<file path="src/rtl/regfile_sb.sv">
// rtl/regfile_sb.sv - register file with pending scoreboard and sequenced soft clear
// Optional write-through read forwarding is enabled with REGFILE_BYPASS_EN.
module regfile_sb #(
  parameter int DW      = 8,
  parameter int AW      = 2,
  parameter int ZERO_R0 = 0
) (
  input  logic          CLK,
  input  logic          RESET,
  input  logic          REG_WE,
  input  logic [AW-1:0] ND,
  input  logic [DW-1:0] DI,
  input  logic [AW-1:0] N1,
  input  logic [AW-1:0] N2,
  output logic [DW-1:0] Q1,
  output logic [DW-1:0] Q2,
  output logic          P1,
  output logic          P2,
  input  logic          MARK,
  input  logic [AW-1:0] NM,
  input  logic          CLR_REQ,
  output logic          BUSY,
  output logic          CLR_DONE,
  output logic          WR_DROP
);

  localparam int DEPTH = 1 << AW;
  localparam logic [AW-1:0] LAST = AW'(DEPTH - 1);

  typedef enum logic [1:0] {IDLE, CLEAR, DONE} state_t;

  state_t              state_q, state_d;
  logic [AW-1:0]       cnt_q, cnt_d;
  logic [DW-1:0]       rf_q [DEPTH];
  logic [DW-1:0]       rf_d [DEPTH];
  logic [DEPTH-1:0]    pend_q, pend_d;
  logic                drop_q, drop_d;
  logic                we_ok, mk_ok;

  // Entry 0 is untouchable when hardwired; such accesses never count as drops.
  assign we_ok = REG_WE && !((ZERO_R0 != 0) && (ND == '0));
  assign mk_ok = MARK && !((ZERO_R0 != 0) && (NM == '0));

  always_ff @(posedge CLK or negedge RESET) begin
    if (!RESET) begin
      state_q <= IDLE;
      cnt_q   <= '0;
      rf_q    <= '{default: '0};
      pend_q  <= '0;
      drop_q  <= 1'b0;
    end else begin
      state_q <= state_d;
      cnt_q   <= cnt_d;
      rf_q    <= rf_d;
      pend_q  <= pend_d;
      drop_q  <= drop_d;
    end
  end

  always_comb begin
    state_d = state_q;
    cnt_d   = cnt_q;
    rf_d    = rf_q;
    pend_d  = pend_q;
    drop_d  = 1'b0;
    case (state_q)
      IDLE: begin
        if (we_ok) begin
          rf_d[ND]   = DI;
          pend_d[ND] = 1'b0;
        end
        // Mark is applied after the write so a same-entry mark wins.
        if (mk_ok) pend_d[NM] = 1'b1;
        if (CLR_REQ) begin
          state_d = CLEAR;
          cnt_d   = '0;
        end
      end
      CLEAR: begin
        rf_d[cnt_q]   = '0;
        pend_d[cnt_q] = 1'b0;
        cnt_d         = cnt_q + AW'(1);
        drop_d        = we_ok || mk_ok;
        if (cnt_q == LAST) state_d = DONE;
      end
      DONE: begin
        cnt_d   = '0;
        drop_d  = we_ok || mk_ok;
        state_d = IDLE;
      end
      default: begin
        state_d = IDLE;
        cnt_d   = '0;
      end
    endcase
  end

  always_comb begin
    Q1 = rf_q[N1];
    Q2 = rf_q[N2];
    P1 = pend_q[N1];
    P2 = pend_q[N2];
`ifdef REGFILE_BYPASS_EN
    if (state_q == IDLE && we_ok) begin
      if (N1 == ND) begin
        Q1 = DI;
        P1 = mk_ok && (NM == ND);
      end
      if (N2 == ND) begin
        Q2 = DI;
        P2 = mk_ok && (NM == ND);
      end
    end
`endif
    if ((ZERO_R0 != 0) && (N1 == '0)) begin
      Q1 = '0;
      P1 = 1'b0;
    end
    if ((ZERO_R0 != 0) && (N2 == '0)) begin
      Q2 = '0;
      P2 = 1'b0;
    end
  end

  assign BUSY     = (state_q == CLEAR);
  assign CLR_DONE = (state_q == DONE);
  assign WR_DROP  = drop_q;

endmodule

</file>
<file path="config.mk">
export PLATFORM = sky130hd
export DESIGN_NAME = regfile_sb
export DESIGN_NICKNAME = d
export VERILOG_FILES = /design/src/rtl/regfile_sb.sv
export SDC_FILE = /design/constraint.sdc
export NUM_CORES = 1
export LEC_CHECK = 0
export ABC_AREA = 1
export ABC_CLOCK_PERIOD_IN_PS = 4400
export CORE_MARGIN = 2
export CORE_UTILIZATION = 59
export CTS_CLUSTER_DIAMETER = 120
export DETAILED_ROUTE_END_ITERATION = 16
export PLACE_DENSITY_LB_ADDON = 0.1
export SYNTH_ARGS = -nofsm -noshare
export SYNTH_HDL_FRONTEND = slang
export SYNTH_SLANG_ARGS = --single-unit
</file>
<file path="constraint.sdc">
create_clock -name CLK -period 4.4 [get_ports CLK]
set_clock_uncertainty 0.15 [all_clocks]
set_input_delay 1.32 -clock CLK [delete_from_list [all_inputs] [get_ports CLK]]
set_output_delay 1.32 -clock CLK [all_outputs]
set_load 0.05 [all_outputs]
</file>
# After elaboration in Yosys (flattened, before gate mapping)
# Index checks and enable logic that the tools add are counted.
[op_classes] add_sub_neg=1 n_mul=0 n_div=0 magnitude_cmp=14 n_eq_ne=6 shifts=0 mux=33 n_bitwise=11 n_reduce_logical=11
[ops] op="32-bit case mux with 2 select lines" count=1
[ops] op="8-bit 2-to-1 mux" count=6
[ops] op="32-bit AND" count=1
[ops] op="8-bit binary-select mux with 2-bit select" count=2
[ops] op="32-bit bitwise mux" count=1
[ops] op="8-bit demux with 2-bit select" count=2
[ops] op="32-bit 2-to-1 mux" count=1
[ops] op="32-bit NOT" count=1
[ops] op="2-bit by 3-bit < comparator with 1-bit output (second input constant)" count=5
[ops] op="3-bit greater-or-equal comparator (second input constant)" count=4
[ops] op="4-bit 2-to-1 mux" count=3
[ops] op="2-bit NOT with 3-bit output" count=4
[ops] op="4-bit AND" count=2
[ops] op="4-bit NOT" count=2
[ops] op="2-bit case mux with 2 select lines" count=2
[ops] op="4-bit case mux with 2 select lines" count=1
[ops] op="1-bit demux with 2-bit select" count=3
[ops] op="2-bit by 1-bit greater-or-equal comparator with 1-bit output (second input constant)" count=3
[ops] op="3-bit by 1-bit < comparator with 1-bit output (second input constant)" count=2
[ops] op="1-bit 2-to-1 mux" count=6
[ops] op="2-bit 2-to-1 mux" count=3
[ops] op="1-bit logical AND" count=5
[ops] op="1-bit binary-select mux with 2-bit select" count=2
[ops] op="2-bit equality test (second input constant)" count=2
[ops] op="10 further kinds" count=12
[word_totals] ff_bits=41 latch_bits=0 mem_bits_rw=0 mem_bits_ro=0 word_cells=84 n_memories=0

# Depth between registers and ports, before layout
[logic_depth] depth_word=11 mapped_depth=10

# Least setup slack after synthesis
# No wires, ideal clock.
[synth_timing] path_kind="input port to output port" from="input port N2[0]" to="output port Q2[0]" arrival_ps=2611 required_ps=2930 setup_slack_ps=319 stages=5 cell_sequence="buf_2 > inv_1 > buf_4 > o21ai_0 > o22ai_1"
[synth_via] elab_chain_cells=4
[synth_lines] item="start: declaration" line="14" text="input logic [AW-1:0] N2,"
[synth_lines] item="2-bit NOT with 3-bit output (not written as such)" line="100" text="Q2 = rf_q[N2];"
[synth_lines] item="8-bit binary-select mux with 2-bit select" line="100"
[synth_lines] item="8-bit 2-to-1 mux (not written as such) (2 in a row)" line="100"
[synth_lines] item="end: declaration" line="16" text="output logic [DW-1:0] Q2,"
# No other way between the ends. The select of a mux whose other input is x is not followed.

# Final worst setup path
[layout_timing] from="input port N1[0]" to="output port Q1[1]"
[layout_via] elab_chain_cells=4
[layout_lines] item="start: declaration" line="13" text="input logic [AW-1:0] N1,"
[layout_lines] item="2-bit NOT with 3-bit output (not written as such)" line="99" text="Q1 = rf_q[N1];"
[layout_lines] item="8-bit binary-select mux with 2-bit select" line="99"
[layout_lines] item="8-bit 2-to-1 mux (not written as such) (2 in a row)" line="99"
[layout_lines] item="end: declaration" line="15" text="output logic [DW-1:0] Q1,"
# No other way between the ends. The select of a mux whose other input is x is not followed.

==> impl_results.md <==
- Worst setup SP type: primary input
- M2 GR Usage: 0.540
- Synthesis-stage register bit count: 41
- H-tree depth: 2
- Worst path bufs/invs: 3
- Fillers: 368
- CTS root buffer: clkbuf_8
- Area growth, synth to finish: 22.6%
- Post-Layout Cell Count: 530
- Critical path type: primary input to output port
- Gpl congestion: 0.933
- CP endpoint kind: output port
- RSZ-0062 raised after global routing: no
- Antenna diodes: 0
- Cts hold-fix bufs: 0
- Commonest non-fill, non-tap cell in the layout: nand2_1
- I/O Pins: 42
- Placed insts: 522
- GRT Util Overall: 0.349
- Vias in the first global route: 2959
- Reg2Reg Capture Point: rf_q[24]
- Post-DP HPWL: 6260 um
- FF/Latch Area: 1030 sq um
- Worst-Margin Slew: 0.931 ns
- First-pass GRT wire length: 14400 um
- Final hold viol count: 0
- Gate Count Post-Synth: 427
- Xor/xnor cell area share of the yosys netlist: 0
- Setup TNS: 0 ns
- DR WL/cell: 16.7 um
- Nets: 490
- DRT Pass-1 Iters: 7
- Post-route clock period utilization: 0.974
- Antenna Nets Post-Route: 0
- Grt total ovfl: 0
- Cells on Worst Hold Path: 2
- Synthesized area: 2890 sq um
- Slowest CP cell: clkdlybuf4s50_1
- Endpoints failing setup: 0
- Hold EP: pend_q[0]
- Largest net degree at the start of global routing: 44
- Most frequent cells in the layout: 153 x nand2_1, 55 x nand3_1, 41 x dfrtp_1
- Worst slew margin relative to its limit: 0.380
- Clk buf depth: 2
- Port Buffer Count: 41
- Tot Pwr: 2290 uW
- Final hold slack: 0.380 ns
- Sink Count: 41
- Post-Syn Nets: 455
- Row cnt: 25
- Leak: 0.00179 uW
- CTS buffer count: 5
- M1 GR Usage: 0.486
- DR iter-0 viols: 475
- Initial antenna violation count: 0
- Sequential area share after synthesis: 0.355
- Place WS: 0.212 ns
- Synth Area in Compound Gates: 0.116
- Delay-heaviest family, CP: buffers and inverters
- Worst Path Required: 2.93 ns
- # DRC: 0
- Reg2reg start: state_q[1]
- Vias: 3243
- Max-cap violations: 0
- Initial Util: 0.611
- Global routing's busiest layer: met2
- Synth warn: 0
- Final worst path period need: 4.28 ns
- Simple-gate portion of the synthesized area: 0.422
- Die Ht: 74.0 um
- Pwr Density: 647 nW/um^2
- F_max: 0.233 GHz
- Synth cell types: 24
- Met3 Usage GRT: 0.0732
- Maximum vdd drop: 0.000637 V
- Via/cell ratio: 6.12
- R2R Setup Slk: 1.98 ns
- Footprint of the multi-input gates: 1640 sq um
- Cell Chain, Critical Path: clkdlybuf4s50_1, inv_1, o21ai_0, o22ai_1, buf_12
- Crit-path max FO: 18
- Syn Area/Cell: 6.76 sq um
- Share of layout cells above drive strength 1: 0.104
- Die W: 74.0 um
- Worst-Skew Late Latency: 0.30 ns
- Cts repair resizes: 0
- Clk pin slew, worst setup/hold paths: 0.08 ns
- Status: finished clean
- Mux contribution to synthesized area: 0
- Crit-path max cell delay: 0.42 ns
- R2R cell count: 10
- TritonCTS clock tree: yes
- Post-CTS setup buffers: 0
- Fin worst setup slack: 0.115 ns
- Worst hold path class: register to register
- Slew Viols, Final: 0
- Largest family of logic cells by synthesized area: simple AND/OR/NAND/NOR gates
- Fraction of the mapped netlist area in adder cells: 0.0303
- Drt total wl: 8830 um
- Worst hold start: pend_q[0]
- Core box area: 4720 sq um
- WP data arrival: 2.81 ns
- DIE AREA: 5470 sq um
[cell usage after synthesis, drive strengths merged]
| cell | n | share of area |
|---|---|---|
| buf | 16 | 0.045 |
| or2 | 1 | 0.0022 |
| nor2 | 43 | 0.068 |
| a21oi | 2 | 0.0035 |
| nand4 | 20 | 0.043 |
| nand3 | 55 | 0.095 |
| ha | 7 | 0.030 |
| o21ai | 41 | 0.071 |
| inv | 17 | 0.023 |
| o22ai | 18 | 0.039 |
| dfrtp | 41 | 0.36 |
| clkinv | 5 | 0.0065 |
| clkbuf | 1 | 0.0013 |
| o21a | 1 | 0.0026 |
| nand2 | 159 | 0.21 |
[worst max path at each step]
stage                      from    end  slack (ns)  cells after the start
final                     N1[0]  Q1[1]        0.12                      5
after global routing      N2[1]  Q2[3]        0.03                      5
after CTS                 N2[0]     P2        0.20                      5
after detailed placement  N2[0]     P2        0.21                      5
after global placement    N2[1]     P2        0.21                      5
after floorplan           N2[0]  Q2[0]        0.32                      5
[routing by layer]
metal	up-vias	routed length [um]
met4	0	284
li1	1504	-
met5	-	0
met3	33	1070
met1	1469	3470
met2	237	4010
[registers in the layout (all words and copies together), names as in the netlist]
signal   flops
rf_q        32
pend_q       4
state_q      2
cnt_q        2
WR_DROP      1
[stage by stage]
| step | util | area (sq um) |
|---|---|---|
| 6_report | 0.749 | 3540 |
| 2_1_floorplan | - | 2890 |
| 4_1_cts | 0.749 | 3540 |
| 3_3_place_gp | 0.731 | 3450 |
| 5_1_grt | 0.749 | 3540 |
| 3_5_place_dp | 0.731 | 3450 |
[logic make-up (layout without fill, tap and decap cells)]
family / after synthesis / after routing
AO/OA/AOI/OAI: 62 / 62
adder cells (fa/ha/maj): 7 / 7
buffers and inverters: 39 / 75
flip-flops: 41 / 41
AND/OR/NAND/NOR: 278 / 278
[cell type report]
cell class | count | area share
clock inverter | 3 | 0.00495
multi-input combinational | 347 | 0.464
timing repair buffer | 45 | 0.174
clock buffer | 5 | 0.0194
sequential | 41 | 0.290
tap | 67 | 0.0237
inverter | 22 | 0.0240
[tightest hold or removal path, cell delays in order (launching register included)]
cell,delay (ns)
dfrtp_1,0.39
nand2_1,0.07
nand2_1,0.05
[report_power, final]
part	internal, uW	switching (uW)
Clock	110	142
Sequential	533	188
Combinational	447	870
Total	1090	1200
No activity file was read; power rests on OpenSTA's default activity.
